==> src/rtl/v_hier_lane_arb.sv <==
// v_hier_lane_arb: round-robin arbiter sharing one 4-lane bit-slice datapath among four requesters
module v_hier_lane_arb #(
  parameter int LAT = 1
) (
  input  logic        clk,
  input  logic        reset,
  input  logic [3:0]  req,
  input  logic [15:0] data_in,
  input  logic [3:0]  qvec,
  output logic [3:0]  avec,
  output logic [3:0]  grant,
  output logic [3:0]  done,
  output logic [3:0]  result
);
  typedef enum logic [1:0] {IDLE, DRIVE, CAPTURE} state_t;
  state_t      state_q, state_d;
  logic [1:0]  ptr_q, ptr_d, w_q, w_d, pick;
  logic [3:0]  cnt_q, cnt_d, grant_q, grant_d, avec_q, avec_d, result_q, result_d;
  always_comb begin
    pick = ptr_q;
    for (int i = 3; i >= 0; i--)
      if (req[ptr_q + 2'(i)]) pick = ptr_q + 2'(i);
  end
  always_comb begin
    state_d  = state_q;
    ptr_d    = ptr_q;
    w_d      = w_q;
    cnt_d    = cnt_q;
    grant_d  = grant_q;
    avec_d   = avec_q;
    result_d = result_q;
    case (state_q)
      IDLE: if (|req) begin
        state_d = DRIVE;
        w_d     = pick;
        grant_d = 4'b0001 << pick;
        avec_d  = data_in[{pick, 2'b00} +: 4];
        cnt_d   = 4'(LAT - 1);
      end
      DRIVE: if (!req[w_q]) begin
        // requester withdrew: abandon without done, but still advance fairness
        state_d = IDLE;
        ptr_d   = w_q + 2'd1;
        cnt_d   = 4'd0;
        grant_d = 4'b0;
        avec_d  = 4'b0;
      end else if (cnt_q == 4'd0) begin
        state_d  = CAPTURE;
        result_d = qvec;
      end else begin
        cnt_d = cnt_q - 4'd1;
      end
      CAPTURE: begin
        state_d = IDLE;
        ptr_d   = w_q + 2'd1;
        grant_d = 4'b0;
        avec_d  = 4'b0;
      end
      default: state_d = IDLE;
    endcase
  end
  always_ff @(posedge clk) begin
    if (reset) begin
      state_q  <= IDLE;
      ptr_q    <= 2'd0;
      w_q      <= 2'd0;
      cnt_q    <= 4'd0;
      grant_q  <= 4'b0;
      avec_q   <= 4'b0;
      result_q <= 4'b0;
    end else begin
      state_q  <= state_d;
      ptr_q    <= ptr_d;
      w_q      <= w_d;
      cnt_q    <= cnt_d;
      grant_q  <= grant_d;
      avec_q   <= avec_d;
      result_q <= result_d;
    end
  end
  assign grant  = grant_q;
  assign avec   = avec_q;
  assign result = result_q;
  assign done   = (state_q == CAPTURE) ? grant_q : 4'b0;
endmodule

==> config.mk <==
export PLATFORM = sky130hd
export DESIGN_NAME = v_hier_lane_arb
export DESIGN_NICKNAME = d
export VERILOG_FILES = /design/src/rtl/v_hier_lane_arb.sv
export SDC_FILE = /design/constraint.sdc
export NUM_CORES = 1
export LEC_CHECK = 0
export CAP_MARGIN = 20
export CORE_ASPECT_RATIO = 1.5
export CORE_MARGIN = 5
export CORE_UTILIZATION = 49
export CTS_CLUSTER_SIZE = 40
export DETAILED_ROUTE_END_ITERATION = 10
export GPL_TIMING_DRIVEN = 0
export HOLD_SLACK_MARGIN = 0.02
export PLACE_DENSITY = 0.84
export SETUP_SLACK_MARGIN = 0.02
export SLEW_MARGIN = 10
export SYNTH_ARGS = -nofsm -noshare
export SYNTH_HDL_FRONTEND = slang
export SYNTH_SLANG_ARGS = --single-unit
==> constraint.sdc <==
create_clock -name clk -period 4.1 [get_ports clk]
set_input_delay 0.41 -clock clk [delete_from_list [all_inputs] [get_ports clk]]
set_output_delay 0.41 -clock clk [all_outputs]
set_load 0.02 [all_outputs]
# Word level (Yosys, flattened, before mapping)
# Index checks and enable logic that the tools add are counted.
# W data, S select, Z words.
[totals]
regBits = 22
inputBits = 26
wordCells = 67
[op_classes]
add_sub_neg = 5
n_lt_le_gt_ge = 5
n_eq_ne = 6
n_shift = 2
n_mux = 30
reduce_logical = 12
[ops]
columns = ["cell", "count"]
rows = [
  ["$mux W4", 7],
  ["$pmux W4 S3", 2],
  ["$mux W2", 8],
  ["$shiftx A16 B5 Y4", 1],
  ["$lt A2 B3 Y1 const B", 5],
  ["$bmux W1 S2", 5],
  ["$reduce_and A3 Y1", 3],
  ["$pmux W2 S2", 2],
  ["$pmux W4 S2", 1],
  ["$ne A3 B3 Y1 const B", 2],
  ["$reduce_and A2 Y1", 3],
  ["$mux W1", 5],
  ["$add A2 B1 Y2 const B", 2],
  ["$add A2 B2 Y2 const B", 2],
  ["$logic_not A4 Y1", 1],
  ["$ne A2 B2 Y1 const B", 2],
  ["$reduce_bool A2 Y1", 2],
  ["$reduce_or A4 Y1", 1],
  ["$shl A1 B2 Y4 const A", 1],
  ["$sub A4 B1 Y4 const B", 1],
  ["$reduce_bool A3 Y1", 1],
  ["$eq A2 B1 Y1 const B", 1],
  ["$eq A2 B2 Y1 const B", 1],
  ["$logic_not A2 Y1", 1],
]

# Depth between registers and ports, before layout
[logic_depth]
ltp_word = 10
mapped_depth = 7

# Least setup slack after synthesis
# No wires, ideal clock.
[synth_path]
kind = "reg2reg"
from = "register w_q[1]"
to = "register grant_q[1], in the netlist grant[1]"
setup_time_ns = 0.070
arrival_ns = 1.928
required_ns = 4.030
setup_slack_ns = 2.102
path_stages_with_launch = 7
n_path_buf = 1
period_less_slack_ns = 1.998
cell_sequence = "dfxtp_1 -> mux4_2 -> nand2_4 -> o311ai_4 -> buf_6 -> or4_1 -> a21oi_1"
[synth_between]
elab_chain_cells = 4
[synth_lines]
columns = ["item", "line", "text"]
rows = [
  ["from (decl)", "17", "logic [1:0] ptr_q, ptr_d, w_q, w_d, pick;"],
  ["from (signal assigned)", "74", "w_q <= w_d;"],
  ["$bmux W1 S2", "40", "DRIVE: if (!req[w_q]) begin"],
  ["$mux W1 (implied by the code)", "40", ""],
  ["$ne A2 B2 Y1 (no line)", "--", ""],
  ["$reduce_and A3 Y1 (no line)", "--", ""],
  ["to (signal assigned)", "76", "grant_q <= grant_d;"],
  ["to (decl)", "18", "logic [3:0] cnt_q, cnt_d, grant_q, grant_d, avec_q, avec_d, result_q, result_d;"],
]
# Every way passes these cells. The select of a mux whose other input is x is not followed.
# A chain may end at the register's enable or synchronous reset.

# Final worst setup path
[layout_path]
from = "input port req[3]"
to = "register grant_q[1], in the netlist grant[1]"
[layout_between]
elab_chain_cells = 9
[layout_lines]
columns = ["item", "line", "text"]
rows = [
  ["from (decl)", "7", "input logic [3:0] req,"],
  ["$bmux W1 S2", "22", "if (req[ptr_q + 2'(i)]) pick = ptr_q + 2'(i);"],
  ["$mux W1 (implied by the code)", "22", ""],
  ["$mux W2 (4 in series)", "22", ""],
  ["$shl A1 B2 Y4", "36", "grant_d = 4'b0001 << pick;"],
  ["$mux W4", "33", "IDLE: if (|req) begin"],
  ["$pmux W4 S3", "32", "case (state_q)"],
]
# Several ways; a longest one is shown, not always the timed one. The select of a mux whose other input is x is not followed.

==> flow_metrics.py <==
metrics = {
    "status": {
        "status": "completed",
    },
    "cts": {
        "clockBufferDepth": 2,
        "cts_tree": "yes",
        "cts-buffers-inserted": 3,
        "clock_sinks": 22,
        "post_cts_buffers": 0,
        "clock-root-buffer": "clkbuf_8",
        "clk_pin_slew_worst_paths_ps": 80,
        "cts-resized-gates": 0,
        "postCtsHoldBufs": 0,
        "htreeDepth": 1,
        "clk_latency_ps": 270,
    },
    "min_path": {
        "hold_depth": 2,
        "min_from": "grant[0]",
        "hold_path.class": "flip-flop to flip-flop",
    },
    "setup_path": {
        "path_class": "input pin to flip-flop",
        "arrival_ps": 2600,
        "max_stage_delay_ps": 570,
        "r2r_start": "w_q[1]",
        "slowest_stage": "mux4_2",
        "cp_max_fo": 10,
        "required_ps": 4300,
        "cp-start-kind": "input pin",
        "r2r_slack_ps": 1970,
        "worstSetupEndpointType": "flip-flop",
        "startpoint": "req[3]",
        "ff2ff_path_depth": 6,
        "worstPathCellList": "clkdlybuf4s50_1 -> mux4_2 -> nand2_4 -> o311ai_4 -> buf_6 -> or4_1 -> a21oi_1",
    },
    "pwr": {
        "cellLeakagePower_nw": 0.705,
        "total_power_mw": 0.800,
        "ir_worst_vdd_mv": 0.200,
        "power.density_nw_per_um2": 434,
    },
    "cells_and_area": {
        "final_net_count": 230,
        "drive_gt1_share_pct": 7.58,
        "layout_common_cells": "41 x clkdlybuf4s50_1, 22 x dfxtp_1, 14 x nand2_1",
        "layout_commonest_cell": "clkdlybuf4s50_1",
        "n_antenna_cell": 0,
        "fin_area_um2": 1840,
        "area.growth.synth_to_final_pct": 38.4,
        "fin_util_pct": 69.7,
    },
    "synthesis": {
        "syn_area_um2": 1330,
        "synth_cells": 153,
        "dominantRegCellSynth": "dfxtp_1",
        "synth_warnings": 0,
        "synth.distinct_cells": 43,
        "synth_edf_count": 0,
        "syn_nets": 184,
        "synth-async-reset-ratio_pct": 0,
        "synth_seq_cells": 22,
        "avgSynthCellArea_um2": 8.71,
        "yosysSeqAreaShare_pct": 33.1,
    },
    "floorplanning": {
        "die_y_um": 73.9,
        "dieArea_um2": 3880,
        "die_x_um": 52.6,
        "rows": 23,
        "core_area_um2": 2650,
        "io_pins": 42,
        "start_util_pct": 50.3,
    },
    "global_routing": {
        "grt_max_degree": 13,
        "antenna_found_initial": 0,
        "grt-ovfl-total": 0,
        "grt_pass1_wl_um": 5700,
        "grt_pass1_vias": 1329,
        "track_usage_pct": 19.4,
    },
    "sta": {
        "layout_min_cycle_time_ps": 2400,
        "fmax_mhz": 416,
        "setup_violations": 0,
        "maxSlewViolCount": 0,
        "grt_setup_unrepaired": "no",
        "max_slew_margin_pct": 52.1,
        "timing.setup.tns_ps": 0,
        "final_hold_viol_count": 0,
        "worstMarginPinSlew_ps": 714,
        "fin_crit_sh_pct": 58.6,
        "skew_ps": 0.935,
        "fin_ws_ps": 1700,
    },
    "detailed_routing": {
        "drt_first_pass_iters": 4,
        "drc": 0,
        "via_count": 1324,
        "wl_um": 3460,
        "postRouteAntennaNets": 0,
        "post_drt_wl_per_cell_um": 14.7,
        "vias_per_cell": 5.63,
        "drt-initial-drc-count": 16,
    },
    "place": {
        "pre_cts_ws_ps": 1420,
        "placed_area_um2": 1790,
        "place_congestion": 0.847,
        "place.port_buffers": 41,
        "dpl.hpwl_um": 2840,
    },
    "run": {
        "maxCapViolations": 0,
    },
}
-- synthesized netlist by cell type, types with 2 or more instances --
master     n  share of area, %
nor2_1    11               3.1
o21ai_0    3               1.1
nand2b_1   2              0.94
a211oi_1   8               4.5
inv_1      6               1.7
xor2_1     2               1.3
and2_1     4               1.9
nor2b_1    3               1.4
nand2_1   14               3.9
mux2i_1    7               5.3
o31ai_1    4               2.3
nand3_1    3               1.1
and4_1     6               3.9
nand3b_1   4               2.3
dfxtp_1   22                33
o21a_1     2               1.1
or4_1      4               2.3
or2_2      2              0.94
nand4b_1   2               1.3
clkbuf_1   2              0.56
a21oi_1   12               4.5
ha_1       5               4.7
nor3_1     5               1.9
-- worst paths after layout --
| path | endpoint |
|---|---|
| max | grant[1] |
| max reg2reg | grant[1] |
| min reg2reg | grant[0] |
| min | grant[0] |
-- kinds of logic after synthesis --
logic type	count (synthesis)	share of synthesized area, %
mux	8	6.95
buf+inv	10	3.76
simple gates	71	31.9
xor+xnor	2	1.31
fa+ha+maj	5	4.69
flops	22	33.1
compound gates	35	18.3
-- cell type report --
cell class | count | area [µm²]
multi-input cells | 121 | 842
flip-flops and latches | 22 | 440
clock buffers | 4 | 55.1
inverters | 6 | 22.5
repair buffers | 41 | 410
plain buffers | 4 | 27.5
fillers | 236 | 803
well taps | 37 | 46.3
-- through the flow --
step	cells	hold slack, ps
2_1_floorplan	153	445
3_3_place_gp	231	453
3_5_place_dp	231	460
4_1_cts	235	472
5_1_grt	235	494
6_report	235	470
-- registers in the layout, indices dropped and copies added, names as in the netlist --
register and cells:
w_q 2, result 4, grant 4, cnt_q 4, avec 4, ptr_q 2
state_q 2
-- report_power, final --
part           total, mW  switching (mW)  internal, mW  leakage, nW
logic              0.362           0.193         0.169        0.497
registers          0.282          0.0290         0.253        0.180
clock network      0.157          0.0708        0.0857       0.0288
-- worst max-delay path, delay by kind of cell --
kind,cells,cell delay [ps]
AOI/OAI and AO/OA,2,280
buffers and inverters,2,690
muxes,1,570
and+or+nand+nor,2,640
-- routing by layer --
metal | wire, µm | vias to the layer above | track usage, %
met1 | 1320 | 618 | 19.1
met4 | 59 | 0 | 8.52
met5 | 0 | - | 0
met3 | 169 | 5 | 3.25
met2 | 1910 | 45 | 37.8
li1 | - | 656 | -
(Power assumes the default switching activity.)
